`config.mk`:
```
export PLATFORM = sky130hd
export DESIGN_NAME = dt_param
export DESIGN_NICKNAME = d
export VERILOG_FILES = /design/src/rtl/dt_param.sv
export SDC_FILE = /design/constraint.sdc
export NUM_CORES = 1
export LEC_CHECK = 0
export CORE_ASPECT_RATIO = 1.25
export CORE_UTILIZATION = 45
export CTS_BUF_LIST = sky130_fd_sc_hd__clkbuf_4 sky130_fd_sc_hd__clkbuf_8
export DETAILED_ROUTE_END_ITERATION = 6
export SLEW_MARGIN = 20
export SYNTH_ARGS = -nofsm -noshare
export SYNTH_HDL_FRONTEND = slang
export SYNTH_SLANG_ARGS = --single-unit
```
`constraint.sdc`:
```
create_clock -name clk -period 15.9 [get_ports clk]
set_clock_uncertainty 0.05 [all_clocks]
set_input_delay 2.385 -clock clk [delete_from_list [all_inputs] [get_ports clk]]
set_output_delay 2.385 -clock clk [all_outputs]
set_load 0.05 [all_outputs]
```
`src/rtl/dt_param.sv`:
```
// Two-pass distance transform (chessboard or city-block) of a binary image.
// The image is streamed in from a word memory and processed in place in a pixel result memory.
module dt_param #(
    parameter int IMG_W  = 128,
    parameter int IMG_H  = 128,
    parameter int STI_W  = 16,
    parameter int DIST_W = 8,
    localparam int SA    = $clog2(IMG_W * IMG_H / STI_W),
    localparam int RA    = $clog2(IMG_W * IMG_H)
) (
    input  logic              clk,
    input  logic              reset,
    input  logic              start,
    input  logic              metric,
    output logic              sti_rd,
    output logic [SA-1:0]     sti_addr,
    input  logic [STI_W-1:0]  sti_di,
    output logic              res_rd,
    output logic              res_wr,
    output logic [RA-1:0]     res_addr,
    output logic [DIST_W-1:0] res_do,
    input  logic [DIST_W-1:0] res_di,
    output logic              fwpass_finish,
    output logic              done
);

    localparam int NWORDS = IMG_W * IMG_H / STI_W;
    localparam int RW     = $clog2(IMG_H);
    localparam int CW     = $clog2(IMG_W);
    localparam int BW     = (STI_W > 1) ? $clog2(STI_W) : 1;

    localparam logic [2:0] LD_RD   = 3'd0;
    localparam logic [2:0] LD_DATA = 3'd1;
    localparam logic [2:0] LD_WR   = 3'd2;
    localparam logic [2:0] PX_RD4  = 3'd4;
    localparam logic [2:0] PX_WAIT = 3'd5;
    localparam logic [2:0] PX_WR   = 3'd6;

    typedef enum logic [2:0] {S_IDLE, S_LOAD, S_FWD, S_BWD, S_FIN} state_t;

    state_t              state_r, state_nxt_s;
    logic [2:0]          step_r, step_nxt_s;
    logic [BW-1:0]       bit_r, bit_nxt_s;
    logic [RA-1:0]       pix_r, pix_nxt_s;
    logic [RW-1:0]       row_r, row_nxt_s, nrow_s;
    logic [CW-1:0]       col_r, col_nxt_s, ncol_s;
    logic [STI_W-1:0]    buf_r, buf_nxt_s;
    logic                metric_r, metric_nxt_s;
    logic [DIST_W-1:0]   op0_r, op1_r, op2_r, op3_r;
    logic                sti_rd_r, sti_rd_nxt_s;
    logic [SA-1:0]       sti_addr_r, sti_addr_nxt_s;
    logic                res_rd_r, res_rd_nxt_s;
    logic                res_wr_r, res_wr_nxt_s;
    logic [RA-1:0]       res_addr_r, res_addr_nxt_s;
    logic [DIST_W-1:0]   res_do_r, res_do_nxt_s;
    logic                fwp_r, fwp_nxt_s;
    logic                done_r, done_nxt_s;
    logic                px_active_s, last_px_s, word_last_s, bit_last_s;
    logic [RA-1:0]       center_s;
    logic [DIST_W-1:0]   nb_min_s, cand_s, wr_val_s;

    function automatic logic [DIST_W-1:0] sat_inc(input logic [DIST_W-1:0] v);
        sat_inc = (v == {DIST_W{1'b1}}) ? v : v + DIST_W'(1);
    endfunction

    function automatic logic [DIST_W-1:0] min2(input logic [DIST_W-1:0] a, input logic [DIST_W-1:0] b);
        min2 = (a < b) ? a : b;
    endfunction

    function automatic logic [RA-1:0] pix_addr(input logic [RW-1:0] r, input logic [CW-1:0] c);
        pix_addr = RA'(r) * RA'(IMG_W) + RA'(c);
    endfunction

    // Read order: forward = C, NW, N, NE, W; backward = C, E, SW, S, SE.
    function automatic logic [RA-1:0] nb_addr(input logic [RA-1:0] c, input logic bwd, input logic [2:0] idx);
        logic [RA-1:0] wa;
        wa = RA'(IMG_W);
        case (idx)
            3'd1:    nb_addr = bwd ? c + RA'(1)      : c - wa - RA'(1);
            3'd2:    nb_addr = bwd ? c + wa - RA'(1) : c - wa;
            3'd3:    nb_addr = bwd ? c + wa          : c - wa + RA'(1);
            3'd4:    nb_addr = bwd ? c + wa + RA'(1) : c - RA'(1);
            default: nb_addr = c;
        endcase
    endfunction

    assign px_active_s = (state_r == S_FWD) || (state_r == S_BWD);
    assign word_last_s = (sti_addr_r == SA'(NWORDS - 1));
    assign bit_last_s  = (bit_r == BW'(STI_W - 1));
    assign center_s    = pix_addr(row_r, col_r);

    // Next interior pixel in raster (forward) or reverse raster (backward) order.
    always_comb begin
        nrow_s    = row_r;
        ncol_s    = col_r;
        last_px_s = 1'b0;
        if (state_r == S_BWD) begin
            last_px_s = (row_r == RW'(1)) && (col_r == CW'(1));
            if (col_r == CW'(1)) begin
                ncol_s = CW'(IMG_W - 2);
                nrow_s = row_r - RW'(1);
            end else begin
                ncol_s = col_r - CW'(1);
            end
        end else begin
            last_px_s = (row_r == RW'(IMG_H - 2)) && (col_r == CW'(IMG_W - 2));
            if (col_r == CW'(IMG_W - 2)) begin
                ncol_s = CW'(1);
                nrow_s = row_r + RW'(1);
            end else begin
                ncol_s = col_r + CW'(1);
            end
        end
    end

    // Distance to write for the current pixel; the last neighbour arrives straight from res_di.
    always_comb begin
        nb_min_s = {DIST_W{1'b0}};
        cand_s   = {DIST_W{1'b0}};
        if (state_r == S_BWD) begin
            if (metric_r) begin
                nb_min_s = min2(op1_r, op3_r);
            end else begin
                nb_min_s = min2(min2(op1_r, op2_r), min2(op3_r, res_di));
            end
            cand_s = min2(op0_r, sat_inc(nb_min_s));
        end else begin
            if (metric_r) begin
                nb_min_s = min2(op2_r, res_di);
            end else begin
                nb_min_s = min2(min2(op1_r, op2_r), min2(op3_r, res_di));
            end
            cand_s = sat_inc(nb_min_s);
        end
        wr_val_s = (op0_r == {DIST_W{1'b0}}) ? {DIST_W{1'b0}} : cand_s;
    end

    // State register.
    always_ff @(posedge clk or posedge reset) begin
        if (reset) begin
            state_r <= S_IDLE;
        end else begin
            state_r <= state_nxt_s;
        end
    end

    // Next-state logic.
    always_comb begin
        state_nxt_s = state_r;
        case (state_r)
            S_IDLE:  state_nxt_s = start ? S_LOAD : S_IDLE;
            S_LOAD:  state_nxt_s = ((step_r == LD_WR) && bit_last_s && word_last_s) ? S_FWD : S_LOAD;
            S_FWD:   state_nxt_s = ((step_r == PX_WR) && last_px_s) ? S_BWD : S_FWD;
            S_BWD:   state_nxt_s = ((step_r == PX_WR) && last_px_s) ? S_FIN : S_BWD;
            S_FIN:   state_nxt_s = start ? S_LOAD : S_FIN;
            default: state_nxt_s = S_IDLE;
        endcase
    end

    // Output and datapath sequencing: computes what is presented to the memories next cycle.
    always_comb begin
        sti_rd_nxt_s   = 1'b0;
        res_rd_nxt_s   = 1'b0;
        res_wr_nxt_s   = 1'b0;
        sti_addr_nxt_s = sti_addr_r;
        res_addr_nxt_s = res_addr_r;
        res_do_nxt_s   = res_do_r;
        fwp_nxt_s      = fwp_r;
        done_nxt_s     = done_r;
        step_nxt_s     = step_r;
        bit_nxt_s      = bit_r;
        pix_nxt_s      = pix_r;
        row_nxt_s      = row_r;
        col_nxt_s      = col_r;
        buf_nxt_s      = buf_r;
        metric_nxt_s   = metric_r;
        case (state_r)
            S_IDLE, S_FIN: begin
                if (start) begin
                    metric_nxt_s   = metric;
                    fwp_nxt_s      = 1'b0;
                    done_nxt_s     = 1'b0;
                    sti_rd_nxt_s   = 1'b1;
                    sti_addr_nxt_s = {SA{1'b0}};
                    step_nxt_s     = LD_RD;
                    pix_nxt_s      = {RA{1'b0}};
                end else begin
                    step_nxt_s = step_r;
                end
            end
            S_LOAD: begin
                case (step_r)
                    LD_RD: step_nxt_s = LD_DATA;
                    LD_DATA: begin
                        buf_nxt_s      = sti_di << 1;
                        res_wr_nxt_s   = 1'b1;
                        res_do_nxt_s   = DIST_W'(sti_di[STI_W-1]);
                        res_addr_nxt_s = pix_r;
                        pix_nxt_s      = pix_r + RA'(1);
                        bit_nxt_s      = {BW{1'b0}};
                        step_nxt_s     = LD_WR;
                    end
                    LD_WR: begin
                        if (!bit_last_s) begin
                            buf_nxt_s      = buf_r << 1;
                            res_wr_nxt_s   = 1'b1;
                            res_do_nxt_s   = DIST_W'(buf_r[STI_W-1]);
                            res_addr_nxt_s = pix_r;
                            pix_nxt_s      = pix_r + RA'(1);
                            bit_nxt_s      = bit_r + BW'(1);
                        end else if (word_last_s) begin
                            row_nxt_s      = RW'(1);
                            col_nxt_s      = CW'(1);
                            res_rd_nxt_s   = 1'b1;
                            res_addr_nxt_s = pix_addr(RW'(1), CW'(1));
                            step_nxt_s     = 3'd0;
                        end else begin
                            sti_rd_nxt_s   = 1'b1;
                            sti_addr_nxt_s = sti_addr_r + SA'(1);
                            step_nxt_s     = LD_RD;
                        end
                    end
                    default: step_nxt_s = LD_RD;
                endcase
            end
            S_FWD, S_BWD: begin
                case (step_r)
                    3'd0, 3'd1, 3'd2, 3'd3: begin
                        res_rd_nxt_s   = 1'b1;
                        res_addr_nxt_s = nb_addr(center_s, state_r == S_BWD, step_r + 3'd1);
                        step_nxt_s     = step_r + 3'd1;
                    end
                    PX_RD4: step_nxt_s = PX_WAIT;
                    PX_WAIT: begin
                        res_wr_nxt_s   = 1'b1;
                        res_do_nxt_s   = wr_val_s;
                        res_addr_nxt_s = center_s;
                        step_nxt_s     = PX_WR;
                    end
                    PX_WR: begin
                        step_nxt_s = 3'd0;
                        if (!last_px_s) begin
                            row_nxt_s      = nrow_s;
                            col_nxt_s      = ncol_s;
                            res_rd_nxt_s   = 1'b1;
                            res_addr_nxt_s = pix_addr(nrow_s, ncol_s);
                        end else if (state_r == S_FWD) begin
                            fwp_nxt_s      = 1'b1;
                            row_nxt_s      = RW'(IMG_H - 2);
                            col_nxt_s      = CW'(IMG_W - 2);
                            res_rd_nxt_s   = 1'b1;
                            res_addr_nxt_s = pix_addr(RW'(IMG_H - 2), CW'(IMG_W - 2));
                        end else begin
                            done_nxt_s = 1'b1;
                        end
                    end
                    default: step_nxt_s = 3'd0;
                endcase
            end
            default: step_nxt_s = 3'd0;
        endcase
    end

    // Datapath and output registers; neighbour reads are captured one cycle after issue.
    always_ff @(posedge clk or posedge reset) begin
        if (reset) begin
            step_r     <= 3'd0;
            bit_r      <= {BW{1'b0}};
            pix_r      <= {RA{1'b0}};
            row_r      <= {RW{1'b0}};
            col_r      <= {CW{1'b0}};
            buf_r      <= {STI_W{1'b0}};
            metric_r   <= 1'b0;
            op0_r      <= {DIST_W{1'b0}};
            op1_r      <= {DIST_W{1'b0}};
            op2_r      <= {DIST_W{1'b0}};
            op3_r      <= {DIST_W{1'b0}};
            sti_rd_r   <= 1'b0;
            sti_addr_r <= {SA{1'b0}};
            res_rd_r   <= 1'b0;
            res_wr_r   <= 1'b0;
            res_addr_r <= {RA{1'b0}};
            res_do_r   <= {DIST_W{1'b0}};
            fwp_r      <= 1'b0;
            done_r     <= 1'b0;
        end else begin
            step_r     <= step_nxt_s;
            bit_r      <= bit_nxt_s;
            pix_r      <= pix_nxt_s;
            row_r      <= row_nxt_s;
            col_r      <= col_nxt_s;
            buf_r      <= buf_nxt_s;
            metric_r   <= metric_nxt_s;
            sti_rd_r   <= sti_rd_nxt_s;
            sti_addr_r <= sti_addr_nxt_s;
            res_rd_r   <= res_rd_nxt_s;
            res_wr_r   <= res_wr_nxt_s;
            res_addr_r <= res_addr_nxt_s;
            res_do_r   <= res_do_nxt_s;
            fwp_r      <= fwp_nxt_s;
            done_r     <= done_nxt_s;
            if (px_active_s) begin
                case (step_r)
                    3'd1:    op0_r <= res_di;
                    3'd2:    op1_r <= res_di;
                    3'd3:    op2_r <= res_di;
                    3'd4:    op3_r <= res_di;
                    default: op0_r <= op0_r;
                endcase
            end
        end
    end

    assign sti_rd        = sti_rd_r;
    assign sti_addr      = sti_addr_r;
    assign res_rd        = res_rd_r;
    assign res_wr        = res_wr_r;
    assign res_addr      = res_addr_r;
    assign res_do        = res_do_r;
    assign fwpass_finish = fwp_r;
    assign done          = done_r;

endmodule

```
==> impl_metrics.ini, run 1 <==
[yosys]
synth_xor_area_frac = 0.0569
yosysWarnings = 0
synth_cell_type_count = 79
synth-compound-area-share = 0.253
synth_edf_count = 0
synth.cell_area_sq_um = 10200
yosys.area.top_type = dfrtp_1
syn-num-nets = 1376
muxShareOfSynthArea = 0.0541
synth-simple-area-share = 0.205
yosysSeqAreaShare = 0.303
ys_ff_latch = 123
syn_area_per_cell_sq_um = 7.93
async_flop_share = 1.00
synth_top_area_frac = 0.303
synthTopCellsByArea = dfrtp_1 (30%), ha_1 (8.1%), nand2_1 (6.7%)
synthAdderAreaFrac = 0.0813
synth_top_family_by_area = compound AO/OA/AOI/OAI gates
synthCells = 1282
synthFlopType = dfrtp_1

[layout]
postLayoutCoreUtil = 0.513
nFillCells = 2118
final_net_count = 1400
layout.cells.non_filler = 1602
design_area_sq_um = 11400
synthToLayoutAreaGrowth_pct = 12.1
diodes = 0
drive_gt1_frac = 0.0735

[worst_setup_path]
worst_path_max_delay_cell = a2111oi_0
crit_required_ns = 16.21
start_kind = input pin
path_buf_inv = 3
crit_path_end_kind = flop
worst-path-max-fanout = 11
r2r_slack_ns = 8.72
crit_cells = 27
endpoint = res_do[6]
worst_r2r_endpoint = res_do[6]
path_class = input pin to flop
startpoint = res_di[5]
cpMostUsedCell = ha_1
arrival_ns = 9.60
rr_worst_depth = 26
crit_path_max_incr_delay_ns = 0.68
r2r-start = op2_r[3]
cp_top_family = compound AO/OA/AOI/OAI gates

[place]
gp_congestion = 0.947
dp.cells = 1570
port_buffers = 64
place_area_sq_um = 11000
hpwl_um = 24200

[clocking]
clkLatencyLatePin_ns = 0.46
clock-sinks = 123
cts_root_buffer = clkbuf_8
htreeDepth = 4
cts.hold.buffers_added = 0
postCtsSetupRepairBufs = 0
cts_tree = built
cts_buffer_depth = 2
cts-buffers-inserted = 17
clk_pin_slew_ns = 0.11
postCtsResizedCells = 0

[sta]
hold_viol = 0
fin_hold_ws_ns = 0.439
period_share = 0.584
worstMarginPinSlew_ns = 1.09
drv_slew = 0
min_period_ns = 9.29
final.setup.tns_ns = 0
setup_viol_count_final = 0
maxSlewHeadroom = 0.268
fmax_mhz = 108
grt_setup_unrepaired = false

[route]
drc = 2
routed_wl_um = 33000
vias = 9811
viasPerCell = 6.12
antenna_left = 0
drt-pass1-iter-count = 7
post_drt_wl_per_cell_um = 20.6
drtIter0Drc = 785

[floorplan]
rows = 61
coreArea_sq_um = 22200
die_area_sq_um = 23200
io_pins = 65
chipHeight_um = 170
die_x_um = 136
start_util = 0.458

[pwr]
powerDensity_nw_per_um2 = 102
peakVddDrop_uv = 80.0
p_leak_nw = 5.11

[global_route]
antenna_found_initial = 0
grt.overflow.total = 0
grt_max_degree = 68
track_usage = 0.290
grt_pass1_wl_um = 51000
first_global_vias = 9131

[status]
violations = design-rule violations
status = complete, but fails checks

[hold_path]
hold_path_class = flop to flop
worstHoldPathCells = 2

[flow_run]
max_cap_violations = 0
-- synth_stat cells, drive strengths merged, types with 3 or more instances --
cell type  number
a21boi          3
o31ai          17
o31a            4
nor4            5
or3             8
a22o            4
o221ai         19
a32oi           7
inv            53
a311oi          5
o21bai          3
a211o           4
nand3b          4
mux2           24
a31oi          25
o211ai         10
nand2b         10
nor3b           3
a211oi          5
dfrtp         123
nand2         182
a22oi           8
ha             66
a21o            8
nor3           25
o22ai           9
nand4          19
o21ai         115
nor2          130
buf             8
or2             4
mux2i          26
a21oi         106
nand3          45
a2111oi         6
a221oi         10
clkbuf         63
xor2           30
o21a            6
and2            5
xnor2          36
and3           10
-- how the worst min path moves through the flow --
stage | startpoint | to | slack (ns)
floorplan | op2_r[2] | op2_r[2] | 0.43
global placement | res_addr[4] | res_addr[4] | 0.42
detailed placement | res_addr[11] | res_addr[11] | 0.42
CTS | res_addr[4] | res_addr[4] | 0.45
global route | res_do[3] | res_do[3] | 0.47
finish | res_addr[4] | res_addr[4] | 0.44
-- per-layer routing --
metal	wire [um]	global-route usage	vias up
met5	0	0	-
met4	1920	0.171	0
met3	1510	0.0390	100
met2	15800	0.481	396
met1	13700	0.355	4608
li1	-	-	4707
-- metrics by stage --
step / total power (W) / setup slack (ns)
6_report: 0.00117 / 6.61
5_1_grt: 0.00123 / 6.12
4_1_cts: 0.00117 / 6.72
3_5_place_dp: 0.000867 / 6.25
3_3_place_gp: 0.000865 / 6.33
2_1_floorplan: 0.000715 / 8.05
-- worst register-to-register path: stages, from the launching register on --
cell	delay (ns)
dfrtp_1	0.50
inv_1	0.10
ha_1	0.21
a2111o_1	0.44
a21oi_4	0.40
mux2i_1	0.41
inv_1	0.08
ha_1	0.31
a211o_1	0.26
a21oi_1	0.21
o21ai_0	0.12
buf_4	0.19
nor2_1	0.21
o221a_2	0.24
o21bai_1	0.26
ha_1	0.35
nand3b_4	0.15
nor2_2	0.31
nor2_1	0.12
ha_1	0.30
a2111oi_0	0.68
nand2_1	0.17
a211o_1	0.31
o31a_4	0.14
nand2_4	0.11
mux2_4	0.30
o221ai_1	0.16
-- final cells by class --
cell class	instances	area, sq um	share of cell area
Multi-Input combinational cell	1035	6620	0.581
Timing Repair Buffer	76	731	0.0641
Clock inverter	15	173	0.0152
Tap cell	283	354	0.0311
Sequential cell	123	3080	0.270
Clock buffer	17	234	0.0205
Inverter	53	201	0.0177
-- cell usage in the layout (no fill, tap or decap), types with 5 or more instances in the layout --
master / synthesis / layout
a22oi_1: 8 / 8
clkdlybuf4s50_1: 0 / 64
or3_1: 8 / 8
clkbuf_8: 0 / 17
dfrtp_1: 123 / 123
nor3_1: 25 / 24
and3_1: 10 / 10
ha_1: 66 / 66
inv_1: 53 / 52
nand2b_1: 10 / 10
o221ai_1: 17 / 17
a21o_1: 8 / 8
nor2_1: 128 / 128
a211oi_1: 5 / 5
a311oi_1: 5 / 5
a21oi_1: 100 / 99
a221oi_1: 10 / 10
o211ai_1: 10 / 10
o22ai_1: 9 / 9
mux2_2: 19 / 19
buf_4: 0 / 12
nand4_1: 19 / 19
o21a_1: 6 / 6
a31oi_1: 25 / 25
xor2_1: 30 / 30
xnor2_1: 36 / 36
o21ai_0: 112 / 112
o31ai_1: 16 / 16
inv_8: 0 / 6
nand3_1: 45 / 45
a32oi_1: 7 / 7
mux2i_1: 26 / 26
nand2_1: 181 / 181
mux2_4: 5 / 5
-- cells by family (layout without fill, tap and decap cells) --
kind of cell,count (synthesis),in the layout
xor+xnor,66,66
buf+inv,124,161
simple gates,460,460
mux,50,50
flops,123,123
compound gates,393,393
fa+ha+maj,66,66
-- sequential cells by signal (all words and copies together), names as in the netlist, 10 cells and up --
register and flops:
buf_r 15, pix_r 14, res_addr 14, sti_addr 10
-- where the power goes --
group          internal (W)  switching, W
sequential         0.000357     0.0000421
clock              0.000133      0.000165
combinational      0.000150      0.000319
No activity file was read; power rests on OpenSTA's default activity.
==> inputs of run 2 (changes only) <==
clock period = 9.05 ns   (was 15.9 ns; I/O delays follow)
==> run 2 against run 1 <==
  * The run now ends clean
  * Combinational power grew 75%
  * Flip-flop and latch count is the same
  * Non-clock buffer count grew 4
  * Die area is the same
  * Cell area grew 0.20%
  * Via count shrank 0.45%
  * First-iteration DRC count shrank 2.4%
  * Register-to-register slack lost 6.8 ns
  * Clock-buffer cell count is the same
  * Critical path depth shrank 1
  * Hold slack gained 0.0044 ns
==> impl_metrics.ini, run 2 (synthesized netlist as in run 1, its figures left out) <==
[layout]
final_net_count = 1404
synthToLayoutAreaGrowth_pct = 12.3
regMostFlops = buf_r
postLayoutCoreUtil = 0.514
multi_input_area_sq_um = 6620
largest_register_ffs = 15
nFillCells = 2163
drive_gt1_frac = 0.0756
final_cell_mix = nand2_1 (181), nor2_1 (128), dfrtp_1 (123)
design_area_sq_um = 11400
register_area_sq_um = 3080
diodes = 0
layout_commonest_cell = nand2_1
layout.cells.non_filler = 1606

[sta]
setup_viol_count_final = 0
period_share = 0.891
fmax_mhz = 124
grt_setup_unrepaired = false
final.setup.tns_ns = 0
drv_slew = 0
hold_viol = 0
maxSlewHeadroom = 0.241
min_period_ns = 8.06
worstMarginPinSlew_ns = 1.13

[worst_setup_path]
worst-path-max-fanout = 11
start_kind = input pin
crit_path_end_kind = flop
cpMostUsedCell = ha_1
r2r_slack_ns = 1.92
worst_r2r_endpoint = res_do[3]
arrival_ns = 8.39
startpoint = res_di[1]
endpoint = res_do[3]
rr_worst_depth = 26
r2r-start = op2_r[3]
crit_path_max_incr_delay_ns = 0.76
crit_required_ns = 9.38
worst_path_max_delay_cell = a2111oi_0
path_class = input pin to flop

[place]
place_area_sq_um = 11000
port_buffers = 64
gp_congestion = 0.910
dp.cells = 1574
hpwl_um = 24000

[pwr]
peakVddDrop_uv = 117
p_leak_nw = 5.13
powerDensity_nw_per_um2 = 178
total_power_w = 0.00204

[clocking]
htreeDepth = 4
cts_buffer_depth = 2
postCtsResizedCells = 0
clk_pin_slew_ns = 0.09
cts.hold.buffers_added = 0
clock-sinks = 123
cts_tree = built
cts-buffers-inserted = 17
postCtsSetupRepairBufs = 0
cts_root_buffer = clkbuf_8
clkLatencyLatePin_ns = 0.46

[route]
drt-pass1-iter-count = 6
post_drt_wl_per_cell_um = 20.2
drtIter0Drc = 766
vias = 9767
routed_wl_um = 32400
drc = 0
antenna_left = 0
viasPerCell = 6.08

[global_route]
grt.overflow.total = 0
grt_pass1_wl_um = 51700
first_global_vias = 9339
grtUsageMet3 = 0.0369
grt.met2_usage = 0.490
grt_max_degree = 65
antenna_found_initial = 0
track_usage = 0.292
grt_use_met1 = 0.359
grt_busiest_layer = met2

[hold_path]
hold_path_class = flop to flop

[floorplan]
start_util = 0.458
die_area_sq_um = 23200
chipHeight_um = 170
coreArea_sq_um = 22200
die_x_um = 136
rows = 61
io_pins = 65

[flow_run]
max_cap_violations = 0

[status]
status = finished, final reports clean
==> run 2: changes by cell type in the layout (fill, tap and decap cells not counted) <==
cell and change:
clkinv_8 +1, and2_1 +1, buf_4 +4, inv_8 -3
inv_6 +2, or2_0 +1, or2_1 -1, nor3_2 +1
nor3_4 -1, and2_2 -1
==> run 2: per-layer routing <==
layer / routed length [um] / vias to the layer above
met4: 1650 / 0
met3: 1380 / 88
met1: 13700 / 4637
li1: - / 4699
met5: 0 / -
met2: 15700 / 343
==> run 2: stage by stage <==
step / setup WS (ns) / hold slack [ns]
4_1_cts: 1.06 / 0.448
2_1_floorplan: 2.23 / 0.425
6_report: 0.986 / 0.444
3_3_place_gp: 0.730 / 0.422
5_1_grt: 0.539 / 0.472
3_5_place_dp: 0.587 / 0.423
==> run 2: layout make-up <==
type / count / share of cell area
inverter: 53 / 0.0176
multi-input combinational: 1035 / 0.580
timing repair buffer: 80 / 0.0666
sequential: 123 / 0.270
clock inverter: 15 / 0.0151
clock buffer: 17 / 0.0205
tap: 283 / 0.0310
==> run 2: worst min-delay path by stage <==
stage | cells after the start | to | start | slack (ns)
after floorplan | 2 | op2_r[2] | op2_r[2] | 0.43
after global placement | 2 | res_addr[10] | res_addr[10] | 0.42
after detailed placement | 2 | res_addr[10] | res_addr[10] | 0.42
after CTS | 2 | res_addr[1] | res_addr[1] | 0.45
after global routing | 2 | res_do[2] | res_do[2] | 0.47
final | 2 | res_addr[7] | res_addr[7] | 0.44
==> run 2: worst max-delay path: cells and delay by family <==
| family | cells | cell delay (ns) |
|---|---|---|
| compound gates | 10 | 2.88 |
| simple gates | 6 | 1.04 |
| fa+ha+maj | 4 | 1.26 |
| mux | 2 | 0.70 |
| buf+inv | 4 | 1.13 |
==> run 2: report_power, final <==
| part | internal, W | total, W | switching (W) |
|---|---|---|---|
| logic | 0.000264 | 0.000820 | 0.000556 |
| clock network | 0.000232 | 0.000512 | 0.000280 |
| registers | 0.000627 | 0.000705 | 0.0000772 |
| total | 0.00112 | 0.00204 | 0.000914 |
